==> src/rtl/reflet_mmio_timer_pkg.sv <==
// Shared definitions for the Reflet MMIO timer: register word offsets,
// CTRL/STATUS bit positions and the run/idle state encoding.
package reflet_mmio_timer_pkg;

  typedef enum logic [2:0] {
    TIMER_CTRL     = 3'd0,
    TIMER_RELOAD   = 3'd1,
    TIMER_COUNT    = 3'd2,
    TIMER_STATUS   = 3'd3,
    TIMER_PRESCALE = 3'd4
  } timer_reg_e;

  localparam int unsigned TIMER_NUM_REGS = 5;

  localparam int unsigned CTRL_RUN         = 0;
  localparam int unsigned CTRL_AUTO_RELOAD = 1;
  localparam int unsigned CTRL_IRQ_EN      = 2;

  localparam int unsigned STATUS_EXPIRED = 0;

  // CTRL.run is the timer state: IDLE while clear, RUNNING while set
  typedef enum logic {
    ST_IDLE    = 1'b0,
    ST_RUNNING = 1'b1
  } timer_state_e;

endpackage

==> src/rtl/reflet_prescaler.sv <==
// Prescale counter for the MMIO timer: emits a one-cycle tick every
// prescale_i+1 enabled cycles while running.
module reflet_prescaler #(
  parameter int unsigned WIDTH = 16
) (
  input  logic             clk,
  input  logic             rst_n,
  input  logic             en_i,
  input  logic             run_i,
  input  logic             clear_i,
  input  logic [WIDTH-1:0] prescale_i,
  output logic             tick_o
);

  logic [WIDTH-1:0] cnt_q;
  logic [WIDTH-1:0] cnt_d;

  assign tick_o = run_i && (cnt_q == prescale_i);

  always_comb begin
    cnt_d = cnt_q;
    if (clear_i || tick_o) begin
      cnt_d = '0;
    end else if (run_i) begin
      cnt_d = cnt_q + WIDTH'(1);
    end
  end

  always_ff @(posedge clk or negedge rst_n) begin
    if (!rst_n) begin
      cnt_q <= '0;
    end else if (en_i) begin
      cnt_q <= cnt_d;
    end
  end

endmodule

==> src/rtl/reflet_mmio_timer.sv <==
// Memory-mapped prescaled down-counter with auto-reload, sticky expiry flag
// and level interrupt, responding on the Reflet external memory bus.
module reflet_mmio_timer
  import reflet_mmio_timer_pkg::*;
#(
  parameter int                   wordsize  = 16,
  parameter logic [wordsize-1:0]  base_addr = 16'hFF00
) (
  input  logic                clk,
  input  logic                reset,
  input  logic                enable,
  input  logic [wordsize-1:0] addr,
  input  logic [wordsize-1:0] data_in,
  output logic [wordsize-1:0] data_out,
  input  logic                write_en,
  output logic                irq
);

  localparam int unsigned STRIDE = wordsize / 8;
  localparam int unsigned SHIFT  = $clog2(STRIDE);

  timer_state_e        state_q, state_d;
  logic                auto_q, auto_d;
  logic                irq_en_q, irq_en_d;
  logic                expired_q, expired_d;
  logic [wordsize-1:0] reload_q, reload_d;
  logic [wordsize-1:0] count_q, count_d;
  logic [wordsize-1:0] prescale_q, prescale_d;
  logic [wordsize-1:0] data_out_q, data_out_d;

  logic [wordsize-1:0] offset;
  logic                in_range, aligned, sel;
  timer_reg_e          reg_idx;
  logic                wr, wr_ctrl, wr_reload, wr_count, wr_status, wr_prescale;
  logic                run_start, tick, expire;

  // Decode against the offset so base_addr+5*stride never overflows
  assign offset   = addr - base_addr;
  assign in_range = (addr >= base_addr) &&
                    (offset < wordsize'(TIMER_NUM_REGS * STRIDE));
  assign aligned  = (addr[SHIFT-1:0] == '0);
  assign sel      = in_range && aligned;
  assign reg_idx  = timer_reg_e'(offset[SHIFT+2:SHIFT]);

  assign wr          = enable && write_en && sel;
  assign wr_ctrl     = wr && (reg_idx == TIMER_CTRL);
  assign wr_reload   = wr && (reg_idx == TIMER_RELOAD);
  assign wr_count    = wr && (reg_idx == TIMER_COUNT);
  assign wr_status   = wr && (reg_idx == TIMER_STATUS);
  assign wr_prescale = wr && (reg_idx == TIMER_PRESCALE);

  assign run_start = wr_ctrl && data_in[CTRL_RUN] && (state_q == ST_IDLE);

  reflet_prescaler #(
    .WIDTH (wordsize)
  ) u_prescaler (
    .clk        (clk),
    .rst_n      (reset),
    .en_i       (enable),
    .run_i      (state_q == ST_RUNNING),
    .clear_i    (run_start),
    .prescale_i (prescale_q),
    .tick_o     (tick)
  );

  always_comb begin
    state_d    = state_q;
    auto_d     = auto_q;
    irq_en_d   = irq_en_q;
    expired_d  = expired_q;
    reload_d   = reload_q;
    count_d    = count_q;
    prescale_d = prescale_q;
    expire     = 1'b0;

    case (state_q)
      ST_IDLE: begin
      end
      ST_RUNNING: begin
        if (tick) begin
          if (count_q > wordsize'(1)) begin
            count_d = count_q - wordsize'(1);
          end else begin
            expire = 1'b1;
            if (auto_q) begin
              count_d = reload_q;
            end else begin
              count_d = '0;
              state_d = ST_IDLE;
            end
          end
        end
      end
      default: state_d = ST_IDLE;
    endcase

    // CPU writes land after the tick update so they override it
    if (wr_ctrl) begin
      state_d  = data_in[CTRL_RUN] ? ST_RUNNING : ST_IDLE;
      auto_d   = data_in[CTRL_AUTO_RELOAD];
      irq_en_d = data_in[CTRL_IRQ_EN];
    end
    if (wr_reload)   reload_d   = data_in;
    if (wr_count)    count_d    = data_in;
    if (wr_prescale) prescale_d = data_in;

    // Expiry set takes priority over a simultaneous write-1-to-clear
    if (wr_status && data_in[STATUS_EXPIRED]) expired_d = 1'b0;
    if (expire)                                expired_d = 1'b1;
  end

  always_comb begin
    data_out_d = '0;
    if (sel) begin
      case (reg_idx)
        TIMER_CTRL: begin
          data_out_d[CTRL_RUN]         = (state_q == ST_RUNNING);
          data_out_d[CTRL_AUTO_RELOAD] = auto_q;
          data_out_d[CTRL_IRQ_EN]      = irq_en_q;
        end
        TIMER_RELOAD:   data_out_d = reload_q;
        TIMER_COUNT:    data_out_d = count_q;
        TIMER_STATUS:   data_out_d[STATUS_EXPIRED] = expired_q;
        TIMER_PRESCALE: data_out_d = prescale_q;
        default:        data_out_d = '0;
      endcase
    end
  end

  always_ff @(posedge clk or negedge reset) begin
    if (!reset) begin
      state_q    <= ST_IDLE;
      auto_q     <= 1'b0;
      irq_en_q   <= 1'b0;
      expired_q  <= 1'b0;
      reload_q   <= '0;
      count_q    <= '0;
      prescale_q <= '0;
      data_out_q <= '0;
    end else if (enable) begin
      state_q    <= state_d;
      auto_q     <= auto_d;
      irq_en_q   <= irq_en_d;
      expired_q  <= expired_d;
      reload_q   <= reload_d;
      count_q    <= count_d;
      prescale_q <= prescale_d;
      data_out_q <= data_out_d;
    end
  end

  assign data_out = data_out_q;
  assign irq      = expired_q && irq_en_q;

endmodule

==> config.mk <==
export PLATFORM = sky130hd
export DESIGN_NAME = reflet_mmio_timer
export DESIGN_NICKNAME = d
export VERILOG_FILES = /design/src/rtl/reflet_mmio_timer_pkg.sv /design/src/rtl/reflet_prescaler.sv /design/src/rtl/reflet_mmio_timer.sv
export SDC_FILE = /design/constraint.sdc
export NUM_CORES = 1
export LEC_CHECK = 0
export CORE_UTILIZATION = 50
export DETAILED_ROUTE_END_ITERATION = 16
export PLACE_DENSITY = 0.8
export SLEW_MARGIN = 20
export SYNTH_ARGS = -nofsm -noshare
export SYNTH_HDL_FRONTEND = slang
export SYNTH_SLANG_ARGS = --single-unit
==> constraint.sdc <==
create_clock -name clk -period 2.06 [get_ports clk]
set_input_delay 0.515 -clock clk [delete_from_list [all_inputs] [get_ports clk]]
set_output_delay 0.515 -clock clk [all_outputs]
set_load 0.03 [all_outputs]
==> summary.md, run 1 <==
| Metric | Value |
|---|---|
| Post-route setup slack | `-17.9 ps` |
| XOR/XNOR Fraction of Synth Area | `6.61%` |
| Largest family of logic cells by synthesized area | `simple AND/OR/NAND/NOR gates` |
| Clock period minus worst slack | `2080 ps` |
| Core ar. | `0.00924 mm2` |
| Max-slew violations | `0` |
| Clock latency on the worst-skew pair | `360 ps` |
| Fin. Hold Viols | `0` |
| Synth cell types | `61` |
| Layout Nets | `647` |
| DP Area | `0.00592 mm2` |
| CTS H-tree depth | `3` |
| Final HPWL DP | `9980 um` |
| Final Non-Filler Cells | `742` |
| Avg Cell Area, Syn | `9.78 um2` |
| Synth warnings | `0` |
| Fillers | `650` |
| Hold Crit Class | `input port to asynchronous set/reset pin` |
| Final worst-path cycle share | `101%` |
| Clk buf depth | `2` |
| GR Overflow Total | `0` |
| Worst-path clk slew | `80 ps` |
| WP data arrival | `2370 ps` |
| FF/Latch Area | `0.00211 mm2` |
| Via density | `6.08` |
| Cell count after placement | `706` |
| Crit path kind | `flop to flop` |
| Largest net degree at the start of global routing | `38` |
| DRT antenna net count | `0` |
| Multiplexer share of the synthesized area | `10.8%` |
| Max IR drop VDD | `0.492 mV` |
| FF+latch count, synth | `84` |
| # port buffers | `52` |
| Fmax | `481 MHz` |
| Simple-Gate Fraction of Synth Area | `18.0%` |
| Number of core rows | `35` |
| Element type at the critical path start | `flop` |
| DIE WIDTH | `99.7 um` |
| Critical Path End Type | `flop` |
| Post-route cell area | `0.00640 mm2` |
| Clock root buffer | `clkbuf_8` |
| Slew headroom | `66.3%` |
| Initial drt markers | `402` |
| First-pass iteration count of the detailed router | `5` |
| Area grow syn2layout | `34.1%` |
| Multi-input gate area | `0.00269 mm2` |
| Ys async rst share | `100%` |
| Via count | `4,512` |
| Die area | `0.00994 mm2` |
| Maxcap violations | `0` |
| Worst-margin pin slew | `500 ps` |
| Cell Pwr Density | `786 mW/mm2` |
| Gr usage total | `30.3%` |
| Synthesized area | `0.00477 mm2` |
| Hold_ws | `92.8 ps` |
| Core Util, Final | `69.3%` |
| Clock Skew | `10.4 ps` |
| Total Routed Length | `14,500 um` |
| RD Place Congestion | `0.940` |
| Initial antenna violation count | `0` |
| First-pass GRT wire length | `23,100 um` |
| Die height | `99.7 um` |
| Antenna cells | `0` |
| Vias in the first global route | `4,463` |
| Prevailing post-synth register cell | `dfrtp_1` |
| # IOs | `53` |
| Syn nets | `527` |
| Layout cells sized above 1 | `32.1%` |
| Most common cell after layout, fill and taps aside | `dfrtp_1` |
| DRC | `0` |
| Post-Synth Adder-Cell Area | `0.787%` |
| CTS sink cnt | `84` |
| Status | `finished with violations` |
| Most frequent cells in the layout | `80 x dfrtp_1, 79 x buf_4, 45 x nor2_1` |
| RSZ-0062 raised after global routing | `true` |
| Mapped Cells | `488` |
| Cts bufs inserted | `9` |
| Compound-gate portion of the synthesized area | `15.7%` |
| CP max FO | `4` |
| EDFF count, synth | `0` |
| Leak | `2.92 nW` |
| Initial cell density of the core | `51.6%` |
| TritonCTS clock tree | `yes` |
| Worst EP required | `2350 ps` |
| Violated checks | `setup timing` |
| Routed len/inst | `19.6 um` |
| Seq/Total Area, Yosys | `44.0%` |
| Final setup viols | `5` |
[cells by family (layout without fill, tap and decap cells)]
| kind of cell | Yosys count | count (layout) |
|---|---|---|
| mux | 47 | 47 |
| simple gates | 166 | 166 |
| flops | 84 | 84 |
| fa+ha+maj | 3 | 3 |
| compound gates | 112 | 112 |
| buf+inv | 40 | 165 |
| xor+xnor | 36 | 36 |
[per-layer routing]
| metal | wire [um] | up-vias | track usage (%) | part of all wire (%) |
|---|---|---|---|---|
| met5 | 0 | - | 0 | 0 |
| met4 | 431 | 0 | 13.3 | 3.0 |
| met3 | 1010 | 40 | 5.13 | 7.0 |
| met2 | 6860 | 214 | 47.5 | 47 |
| met1 | 6210 | 2241 | 41.3 | 43 |
| li1 | - | 2017 | - | - |
[report_power, final]
group / switching [mW] / internal (mW) / total, mW / leakage, nW
Sequential: 0.169 / 1.80 / 1.96 / 1.13
Combinational: 1.03 / 0.886 / 1.91 / 1.69
Clock: 0.596 / 0.555 / 1.15 / 0.0931
Total: 1.79 / 3.24 / 5.03 / 2.92
[through the flow]
step / setup slack (ps) / TNS [ps] / total power [mW]
2_1_floorplan: -260 / -4390 / 3.00
6_report: -17.9 / -68.3 / 5.03
3_3_place_gp: -546 / -30110 / 3.70
5_1_grt: -121 / -664 / 5.31
4_1_cts: -2.46 / -2.46 / 4.93
3_5_place_dp: -647 / -35020 / 3.75
[synth_stat cells, types with 4 or more instances]
| cell | instances | area (um2) |
|---|---|---|
| dfrtp_1 | 84 | 2100 |
| nor2_1 | 47 | 176 |
| nand2_1 | 44 | 165 |
| a21oi_1 | 27 | 135 |
| mux2_2 | 25 | 282 |
| clkbuf_1 | 23 | 86.3 |
| xnor2_1 | 22 | 193 |
| a22oi_1 | 16 | 120 |
| nand3_1 | 14 | 70.1 |
| nand4_1 | 14 | 87.6 |
| o21ai_0 | 14 | 70.1 |
| xor2_1 | 14 | 123 |
| o2bb2ai_1 | 13 | 114 |
| mux2i_1 | 12 | 120 |
| o21ai_1 | 11 | 55.1 |
| mux2_1 | 10 | 113 |
| and3_1 | 8 | 50.1 |
| nor4_1 | 6 | 37.5 |
| o31ai_1 | 6 | 45.0 |
| buf_2 | 5 | 25.0 |
| inv_1 | 5 | 18.8 |
| nor3_1 | 5 | 25.0 |
| a31oi_1 | 4 | 25.0 |
[worst paths after layout]
path	start	endpoint	slack, ps	cells after the start
hold reg to reg	data_out[9]$_DFFE_PN0P_	data_out[9]$_DFFE_PN0P_	490	1
min in group clk	data_out[9]$_DFFE_PN0P_	data_out[9]$_DFFE_PN0P_	490	1
hold / removal	reset	data_out[0]$_DFFE_PN0P_	90	1
setup / recovery	count_q[12]$_DFFE_PN0P_	count_q[1]$_DFFE_PN0P_	-20	7
max in group asynchronous	reset	u_prescaler.cnt_q[2]$_DFFE_PN0P_	1370	2
setup reg to reg	count_q[12]$_DFFE_PN0P_	count_q[1]$_DFFE_PN0P_	-20	7
[area by class of cell]
cell class | count | share of cell area [%]
Clock buffer | 11 | 2.05
Sequential cell | 84 | 32.9
Timing Repair Buffer | 144 | 19.4
Inverter | 5 | 0.293
Multi-Input combinational cell | 364 | 41.9
Clock inverter | 5 | 0.821
Tap cell | 129 | 2.52
[sequential cells by signal, summed over array words and instances (netlist names)]
| register | cells |
|---|---|
| auto_q | 1 |
| data_out | 16 |
| irq_en_q | 1 |
| reload_q | 16 |
| expired_q | 1 |
| u_prescaler.cnt_q | 16 |
| count_q | 16 |
| prescale_q | 16 |
| state_q | 1 |
[critical path, stage by stage (launching register included)]
cell and delay [ps]:
dfrtp_1 390, or4_4 560, nor4_4 180, and2_2 270, buf_4 170, mux2i_1 210, mux2i_1 110, o21ai_1 120
[repair_timing]
action | 4_1_cts | 5_1_grt
setup buffers | 10 | 8
pin swaps | 14 | 18
gates resized for setup | 42 | 58
endpoints found under the setup margin | 49 | 70
gates cloned | 1 | 2
hold buffers | 0 | 0
Note: power is estimated with default switching activity, not from simulation.
==> run 2, diff against run 1 <==
--- a/config.mk
+++ b/config.mk
@@ -7,7 +7,7 @@
 export LEC_CHECK = 0
 export CORE_UTILIZATION = 50
 export DETAILED_ROUTE_END_ITERATION = 16
-export PLACE_DENSITY = 0.8
+export PLACE_DENSITY = 0.77
 export SLEW_MARGIN = 20
 export SYNTH_ARGS = -nofsm -noshare
 export SYNTH_HDL_FRONTEND = slang
==> constraint.sdc (replaced) <==
create_clock -name clk -period 2.6 [get_ports clk]
set_input_delay 0.65 -clock clk [delete_from_list [all_inputs] [get_ports clk]]
set_output_delay 0.65 -clock clk [all_outputs]
set_load 0.03 [all_outputs]
==> summary.md, run 2 (same netlist as run 1, synthesis figures left out) <==
| Metric | Value |
|---|---|
| Status | `finished clean` |
| DRT antenna net count | `0 (unchanged)` |
| RD Place Congestion | `0.951 (+1.2%)` |
| Worst R2R Setup Slack | `240 ps (+260 ps)` |
| FF/Latch Area | `0.00210 mm2 (-0.24%)` |
| Flop pwr share | `42.0% (+2.9 points)` |
| Worst-path clk slew | `90 ps (about the same)` |
| Final setup viols | `0 (-5)` |
| Critical path cell sequence | `clkdlybuf4s50_1 -> nand4b_1 -> buf_4 -> nor4_2 -> buf_4 -> and3_1 -> buf_12 -> a31oi_1 -> o31a_1 -> o31ai_1` |
| Hold-fix buffers, CTS | `0 (unchanged)` |
| Worst reg-to-reg path cell count | `7 (unchanged)` |
| Leak | `2.57 nW (-12%)` |
| Critical Path End Type | `flop` |
| DP Area | `0.00566 mm2 (-4.5%)` |
| NetSw | `1.32 mW (-27%)` |
| Largest stage delay on the critical path | `470 ps (-90 ps)` |
| Hold Crit Class | `input port to asynchronous set/reset pin` |
| Crit path kind | `input port to flop` |
| Clock latency on the worst-skew pair | `360 ps (about the same)` |
| Area grow syn2layout | `23.5%` |
| Sw Ratio | `34.4% (-1.3 points)` |
| RSZ-0062 raised after global routing | `false` |
| Worst flop-to-flop path startpoint | `count_q[13]$_DFFE_PN0P_` |
| Pint | `2.52 mW (-22%)` |
| CTS H-tree depth | `3 (unchanged)` |
| DRC | `0 (unchanged)` |
| DIE WIDTH | `99.7 um (unchanged)` |
| WP data arrival | `2730 ps (+360 ps)` |
| Clk buf depth | `2 (unchanged)` |
| GR Overflow Total | `0 (unchanged)` |
| Antenna cells | `0 (unchanged)` |
| CP max stage cell | `clkdlybuf4s50_1` |
| Fmax | `404 MHz` |
| Cts bufs inserted | `9 (unchanged)` |
| # IOs | `53 (unchanged)` |
| Layout cells sized above 1 | `16.8% (-15 points)` |
| Comb power frac | `30.8% (-7.2 points)` |
| Final worst-path cycle share | `95.2%` |
| # port buffers | `52 (unchanged)` |
| Most frequent cells in the layout | `84 x dfrtp_1, 51 x clkdlybuf4s50_1, 47 x nor2_1` |
| Maxcap violations | `0 (unchanged)` |
| Core ar. | `0.00924 mm2 (unchanged)` |
| Worst-margin pin slew | `732 ps (+232 ps)` |
| Slew headroom | `51.2% (-15 points)` |
| CTS sink cnt | `84 (unchanged)` |
| Gr usage total | `27.4% (-2.9 points)` |
| Die area | `0.00994 mm2 (unchanged)` |
| Layout Nets | `600 (-7.3%)` |
| Clock Skew | `8.40 ps (-1.98 ps)` |
| CP Capture Point | `count_q[10]$_DFFE_PN0P_` |
| Crit path top cell by count | `buf_4` |
| Largest net degree at the start of global routing | `52 (+37%)` |
| Via count | `4,165 (-7.7%)` |
| Worst EP required | `2850 ps (+500 ps)` |
| Final HPWL DP | `9290 um (-7.0%)` |
| Clock period minus worst slack | `2480 ps` |
| Crit path max-delay family | `buffers and inverters` |
| TritonCTS clock tree | `yes` |
| Max-slew violations | `0 (unchanged)` |
| Most common cell after layout, fill and taps aside | `dfrtp_1` |
| Multi-input gate area | `0.00249 mm2 (-7.4%)` |
| Cell count after placement | `678 (-4.0%)` |
| Post-route cell area | `0.00589 mm2 (-8.0%)` |
| Clock root buffer | `clkbuf_8` |
| Critical Path Stages | `10 (+3)` |
| Via density | `5.99 (-1.4%)` |
| Clock power frac | `27.2% (+4.3 points)` |
| Vias in the first global route | `4,200 (-5.9%)` |
| Critical path launch point | `addr[13]` |
| WP buf/inv | `4 (+3)` |
| Element type at the critical path start | `input port` |
| Fin. Hold Viols | `0 (unchanged)` |
| Initial cell density of the core | `51.6% (unchanged)` |
| Total Routed Length | `12,800 um (-12%)` |
| Die height | `99.7 um (unchanged)` |
| Final Non-Filler Cells | `695 (-6.3%)` |
| Initial drt markers | `388 (-3.5%)` |
| Reg2reg end | `count_q[1]$_DFFE_PN0P_` |
| Core Util, Final | `63.8% (-5.5 points)` |
| Max IR drop VDD | `0.360 mV (-27%)` |
| Cell Pwr Density | `650 mW/mm2 (-17%)` |
| CP max FO | `11 (+7)` |
| Routed len/inst | `18.4 um (-5.8%)` |
| First-pass iteration count of the detailed router | `5 (unchanged)` |
| First-pass GRT wire length | `21,100 um (-8.9%)` |
| Initial antenna violation count | `0 (unchanged)` |
| Hold_ws | `226 ps (+133 ps)` |
| Fillers | `753 (+16%)` |
| Number of core rows | `35 (unchanged)` |
-- run 2: area by class of cell --
| type | instances | share of cell area, % |
|---|---|---|
| Sequential cell | 84 | 35.7 |
| Tap cell | 129 | 2.74 |
| Multi-Input combinational cell | 364 | 42.2 |
| Clock buffer | 12 | 2.46 |
| Timing Repair Buffer | 97 | 15.4 |
| Inverter | 5 | 0.319 |
| Clock inverter | 4 | 1.23 |
-- run 2: power groups by stage --
stage / combinational (mW) / sequential [mW] / clock (mW)
after floorplan: 0.803 / 1.55 / 0
after global placement: 1.11 / 1.62 / 0
after detailed placement: 1.15 / 1.63 / 0
after CTS: 1.16 / 1.60 / 1.05
after global routing: 1.29 / 1.63 / 1.10
final: 1.18 / 1.61 / 1.04
-- run 2: metal layers --
| layer | routed length (um) | global-route usage [%] | vias up |
|---|---|---|---|
| li1 | - | - | 1917 |
| met1 | 5430 | 34.9 | 2069 |
| met2 | 6160 | 45.0 | 149 |
| met3 | 849 | 5.62 | 30 |
| met4 | 370 | 12.1 | 0 |
| met5 | 0 | 0 | - |
-- run 2: worst min path at each step --
stage,from,end,cells after the start
3_3_place_gp,data_out[15]$_DFFE_PN0P_,data_out[15]$_DFFE_PN0P_,1
3_5_place_dp,data_out[8]$_DFFE_PN0P_,data_out[8]$_DFFE_PN0P_,1
4_1_cts,reset,data_out[0]$_DFFE_PN0P_,1
2_1_floorplan,reset,auto_q$_DFFE_PN0P_,0
5_1_grt,reset,data_out[0]$_DFFE_PN0P_,1
6_report,reset,data_out[0]$_DFFE_PN0P_,1
-- run 2: repair_timing --
item	4_1_cts	5_1_grt
setup buffers	0	1
gates resized for setup	0	2
endpoints found under the setup margin	0	11
-- run 2: through the flow --
| step | setup slack [ps] | power, mW | TNS (ps) |
|---|---|---|---|
| final | 125 | 3.83 | 0 |
| after global routing | 32.8 | 4.02 | 0 |
| after CTS | 164 | 3.82 | 0 |
| after detailed placement | -195 | 2.78 | -4720 |
| after global placement | -149 | 2.73 | -3580 |
| after floorplan | 114 | 2.36 | 0 |
==> variant 1 (settings of run 2) <==
Make the reset (`reset` and `rst_n`) synchronous in 2 clocked blocks.
--- a/src/rtl/reflet_prescaler.sv
+++ b/src/rtl/reflet_prescaler.sv
@@ -28,3 +28,3 @@
 
-  always_ff @(posedge clk or negedge rst_n) begin
+  always_ff @(posedge clk) begin
     if (!rst_n) begin
--- a/src/rtl/reflet_mmio_timer.sv
+++ b/src/rtl/reflet_mmio_timer.sv
@@ -129,3 +129,3 @@
 
-  always_ff @(posedge clk or negedge reset) begin
+  always_ff @(posedge clk) begin
     if (!reset) begin
Behaviour: differs if reset is asserted again (counterexample within 4 cycles, from zero or initial values and one cycle with reset low); with reset held inactive, the same outputs for 4 cycles.
==> variant 1 against run 2 <==
Register-to-register slack got worse by 0.04 ns. Critical path depth fell by 1. Wire length rose by 8.2%. Cell count rose by 12%. Setup slack got worse by 0.032 ns. Sequential cell count did not move. Area after synthesis fell by 0.60%. Sequential share of layout area fell by 6.9 points. Cell area fell by 0.96%. Worst hold slack improved by 0.26 ns. Via count rose by 10%.
Power is not compared: it rests on default switching activity, and its combinational part moved more than twofold at a synthesized area within 25%.
==> variant 1: results (changes against run 2) <==
{
  "clock_skew": {"value": 0.0122, "unit": "ns", "change": "+0.00380 ns"},
  "globalplace.congestion": {"value": 1.00, "change": "+5.6%"},
  "cp.arrival": {"value": 2.80, "unit": "ns", "change": "+0.07 ns"},
  "netlist_instances": {"value": 581, "change": "+19%"},
  "synth_nets": {"value": 620, "change": "+18%"},
  "detail_route.wl_per_cell": {"value": 17.9, "unit": "um", "change": "-3.1%"},
  "drive_gt1_share": {"value": 14.0, "unit": "%", "change": "-2.8 points"},
  "highest_signal_layer_in_the_routed_design": {"value": "met4"},
  "grt_start_max_net_pins": {"value": 60, "change": "+15%"},
  "gr-usage-met3": {"value": 4.99, "unit": "%", "change": "-0.63 points"},
  "numPortBuffers": {"value": 52, "change": "unchanged"},
  "clock_tree.buffer_depth": {"value": 2, "change": "unchanged"},
  "final_nets": {"value": 699, "change": "+17%"},
  "share_of_flip_flops_with_an_asynchronous_set_or_reset": {"value": 0, "unit": "%", "change": "-100 points"},
  "post-place-cells": {"value": 755, "change": "+11%"},
  "cell_types_with_the_largest_area_share_after_synthesis": {"value": "dfxtp_1 35%, nand2_1 7.4%, a21boi_0 4.9%"},
  "global_route_wire_length_before_repair": {"value": 22.5, "unit": "mm", "change": "+6.8%"},
  "netlist-cell-type-count": {"value": 70, "change": "+15%"},
  "routed-wl-met3": {"value": 938, "unit": "um", "change": "+10%"},
  "n_antenna_cell": {"value": 0, "change": "unchanged"},
  "detail_route.wirelength.met1": {"value": 6.18, "unit": "mm", "change": "+14%"},
  "via_count_of_the_first_global_routing_pass": {"value": 4408, "change": "+5.0%"},
  "fillCellCount": {"value": 774, "change": "+2.8%"},
  "gr-usage-met1": {"value": 38.8, "unit": "%", "change": "+3.9 points"},
  "vias_per_cell": {"value": 5.92, "change": "-1.2%"},
  "drt_first_iter_violations": {"value": 388, "change": "unchanged"},
  "antenna_found_initial": {"value": 0, "change": "unchanged"},
  "grt_use_total": {"value": 29.3, "unit": "%", "change": "+1.9 points"},
  "worst_slew_pin_slew": {"value": 0.734, "unit": "ns", "change": "+0.00202 ns"},
  "drt_pass1_iterations": {"value": 5, "change": "unchanged"},
  "detailedPlace.worstSlack": {"value": -0.270, "unit": "ns", "change": "-0.0747 ns"},
  "detailed_place.area": {"value": 0.00559, "unit": "sq mm", "change": "-1.2%"},
  "holdCritPathClass": {"value": "reg -> reg"},
  "crit_fanout": {"value": 12, "change": "+1"},
  "global_route_met2_usage": {"value": 46.8, "unit": "%", "change": "+1.8 points"},
  "status": {"value": "complete, no violations"},
  "worstSkewPairLatency": {"value": 0.37, "unit": "ns"},
  "synth_commonest_cells": {"value": "94 x nand2_1, 84 x dfxtp_1, 60 x nor2_1"},
  "detailed_place_hpwl": {"value": 9.90, "unit": "mm", "change": "+6.6%"},
  "synth.yosys.seq_area_share": {"value": 35.5, "unit": "%", "change": "-8.6 points"},
  "detailroute.wirelength.met2": {"value": 6.33, "unit": "mm", "change": "+2.8%"},
  "ys_dominant_reg_cell": {"value": "dfxtp_1"},
  "via_count": {"value": 4596, "change": "+10%"}
}
==> variant 1: logic make-up after synthesis <==
kind of cell	after synthesis	synth area share (%)
AO/OA/AOI/OAI	143	22.1
XOR/XNOR	38	7.02
adder cells (fa/ha/maj)	3	0.791
buffers and inverters	44	4.91
flip-flops	84	35.5
multiplexers	8	1.71
AND/OR/NAND/NOR	261	28.0
==> variant 1: repair_timing <==
item / in CTS / in global routing
setup endpoints to repair: 0 / 5
setup buffers: 0 / 5
hold endpoints to repair: 0 / 0
==> variant 1: final timing paths <==
path	slack (ns)	endpoint	start	cells past startpoint
max	0.09	count_q[12]	addr[7]	9
min	0.49	reload_q[15]	reload_q[15]	2
max reg2reg	0.20	count_q[9]	count_q[0]	8
min reg2reg	0.49	reload_q[15]	reload_q[15]	2
==> variant 1: layout make-up <==
cell class	instances	area share (%)
clock buffer	10	2.36
sequential	84	28.8
clock inverter	6	0.793
multi-input combinational	453	48.5
tap	111	2.38
timing repair buffer	105	16.7
inverter	7	0.450
==> variant 1: critical path: stages <==
cell and delay (ns):
clkdlybuf4s50_1 0.40, nand4bb_1 0.21, or3_4 0.41, or3_4 0.39, o31ai_4 0.08, buf_12 0.18, buf_12 0.11, nand2_8 0.07
o32ai_2 0.27
==> variant 1: where the power goes <==
| group | total (uW) | switching [uW] | internal [uW] |
|---|---|---|---|
| Clock | 901 | 520 | 382 |
| Combinational | 166 | 83.2 | 82.3 |
| Sequential | 1290 | 0.00368 | 1290 |
| Total | 2350 | 603 | 1750 |
==> variant 1: stage by stage <==
stage               hold slack, ns  utilization (%)
finish                       0.486             63.5
global route                 0.512             63.5
CTS                          0.490             62.8
detailed placement           0.477             60.8
global placement             0.464             60.8
floorplan                    0.444                -
==> variant 2 (config.mk and constraints of run 2) <==
Without the edit above. `wordsize`: 16 -> 32.
--- a/src/rtl/reflet_mmio_timer.sv
+++ b/src/rtl/reflet_mmio_timer.sv
@@ -5,3 +5,3 @@
 #(
-  parameter int                   wordsize  = 16,
+  parameter int                   wordsize  = 32,
   parameter logic [wordsize-1:0]  base_addr = 16'hFF00
Ports: changed (resized addr, data_in and data_out); port bits go from 53 to 101. No check against the original RTL was run, so the function may have changed too.
==> variant 2 against run 2 <==
Count of clock-buffer cells in the layout up 6. Sequential cell count up 80. Worst hold slack worse by 0.019 ns. Setup slack worse by 0.077 ns. Wire length up 140%. Synthesized cell count up 98%. Critical path depth down 1. Cell area up 110%. Area after synthesis up 99%. Total power up 44%. Utilization up 2.9 points. Global-route usage up 5.1 points. Clock power rose to 2.5 times the old value. Largest power group is now clock. Highest routed layer unchanged.
==> variant 2: results (changes against run 2) <==
{
  "worstSetupEndpoint": {"value": "u_prescaler.cnt_q[26]"},
  "worst_r2r_startpoint": {"value": "prescale_q[2]"},
  "numPortBuffers": {"value": 100, "change": "+92%"},
  "cts.root.buffer_cell": {"value": "clkbuf_16"},
  "vias_per_cell": {"value": 6.49, "change": "+8.3%"},
  "drt_pass1_iterations": {"value": 6, "change": "+1"},
  "timing.rr.end": {"value": "count_q[3]"},
  "timing.critical_path.slowest_cell_delay": {"value": 0.54, "unit": "ns", "change": "+0.07 ns"},
  "via_count_of_the_first_global_routing_pass": {"value": 8968, "change": "+110%"},
  "synth.yosys.seq_area_share": {"value": 43.2, "unit": "%", "change": "-0.83 points"},
  "synth_commonest_cells": {"value": "164 x dfrtp_1, 93 x nor2_1, 86 x a21oi_1"},
  "netlist-cell-type-count": {"value": 77, "change": "+26%"},
  "cell_types_with_the_largest_area_share_after_synthesis": {"value": "dfrtp_1 43%, mux2_2 7.8%, a21oi_1 4.5%"},
  "cpLargestDelayFamily": {"value": "simple AND/OR/NAND/NOR gates"},
  "worst_slew_pin_slew": {"value": 0.852, "unit": "ns", "change": "+0.120 ns"},
  "final_nets": {"value": 1211, "change": "+100%"},
  "worstSkewPairLatency": {"value": 0.44, "unit": "ns", "change": "+0.08 ns"},
  "clk_pin_slew_worst_paths": {"value": 0.07, "unit": "ns", "change": "-0.02 ns"},
  "globalplace.congestion": {"value": 0.956, "change": "+0.50%"},
  "r2r_setup_slack": {"value": 0.08, "unit": "ns", "change": "-0.16 ns"},
  "grt_use_total": {"value": 32.5, "unit": "%", "change": "+5.1 points"},
  "clock_tree.htree_level_count": {"value": 4, "change": "+1"},
  "detail_route.wl_per_cell": {"value": 22.3, "unit": "um", "change": "+21%"},
  "cell_type_of_the_slowest_stage_on_the_worst_timing_path": {"value": "or4_1"},
  "detailed_place.area": {"value": 0.0115, "unit": "sq mm", "change": "+100%"},
  "power_leakage": {"value": 0.00541, "unit": "uW", "change": "+110%"},
  "drive_gt1_share": {"value": 24.4, "unit": "%", "change": "+7.6 points"},
  "finalWorstSetupSlack": {"value": 0.0480, "unit": "ns", "change": "-0.0768 ns"},
  "numCtsBuffers": {"value": 17, "change": "+8"},
  "grt_start_max_net_pins": {"value": 62, "change": "+19%"},
  "switching_component_of_the_power": {"value": 1360, "unit": "uW", "change": "+3.1%"},
  "worst_ir_drop_vdd": {"value": 411, "unit": "uV", "change": "+14%"},
  "cp.arrival": {"value": 2.92, "unit": "ns", "change": "+0.19 ns"},
  "status": {"value": "complete, no violations"},
  "synth_nets": {"value": 1036, "change": "+97%"}
}
[variant 2: cell types whose count changed after synthesis, sizes merged, moves of 17 or more]
cell	delta
nor2	+47
xnor2	+24
clkbuf	+28
a22oi	+21
dfrtp	+80
mux2	+32
inv	+17
o2bb2ai	+18
a21oi	+59
[variant 2: worst min-delay path by stage]
stage | startpoint | endpoint | slack [ns]
finish | reset | u_prescaler.cnt_q[3] | 0.21
global route | reset | u_prescaler.cnt_q[1] | 0.25
CTS | reset | data_out[0] | 0.23
detailed placement | data_out[22] | data_out[22] | 0.47
global placement | data_out[23] | data_out[23] | 0.47
floorplan | reset | auto_q | 0.35
[variant 2: cell type report]
class                           instances  area, sq um
Inverter                               22         82.6
Timing Repair Buffer                  228         2150
Sequential cell                       164         4100
Fill cell                            1414         6220
Multi-Input combinational cell        707         5200
Tap cell                              234          293
Clock inverter                         14          165
Clock buffer                           18          429
[variant 2: cells by family (layout without fill, tap and decap cells)]
group | after synthesis | count (layout) | synth area share (%)
xor+xnor | 72 | 72 | 6.64
flops | 164 | 164 | 43.2
fa+ha+maj | 3 | 3 | 0.395
buf+inv | 95 | 282 | 4.18
compound gates | 263 | 264 | 19.6
simple gates | 287 | 287 | 16.4
mux | 81 | 81 | 9.55
[variant 2: what timing repair did]
item | in CTS | in global routing
endpoints found under the setup margin | 122 | 128
pin swaps | 13 | 10
buffers inserted | 6 | 5
cloned | 2 | 0
hold buffers | 0 | 0
gates resized for setup | 22 | 21
[variant 2: metrics by stage]
step	total power, uW	cells
6_report	5510	1387
5_1_grt	5650	1387
4_1_cts	5520	1382
3_5_place_dp	2940	1342
3_3_place_gp	2930	1342
2_1_floorplan	2670	965
[variant 2: routing by layer]
| metal | global-route usage, % | share of wire [%] | up-vias |
|---|---|---|---|
| met3 | 6.68 | 9.1 | 98 |
| met1 | 42.5 | 40 | 4435 |
| li1 | - | - | 3961 |
| met4 | 14.2 | 3.6 | 0 |
| met5 | 0 | 0 | - |
| met2 | 52.3 | 48 | 507 |
[variant 2: power groups by stage]
stage	logic, uW	clock network (uW)	registers (uW)
after global placement	335	0	2600
after detailed placement	338	0	2600
after global routing	376	2730	2550
final	350	2610	2550
after floorplan	72.5	0	2600
after CTS	346	2620	2550
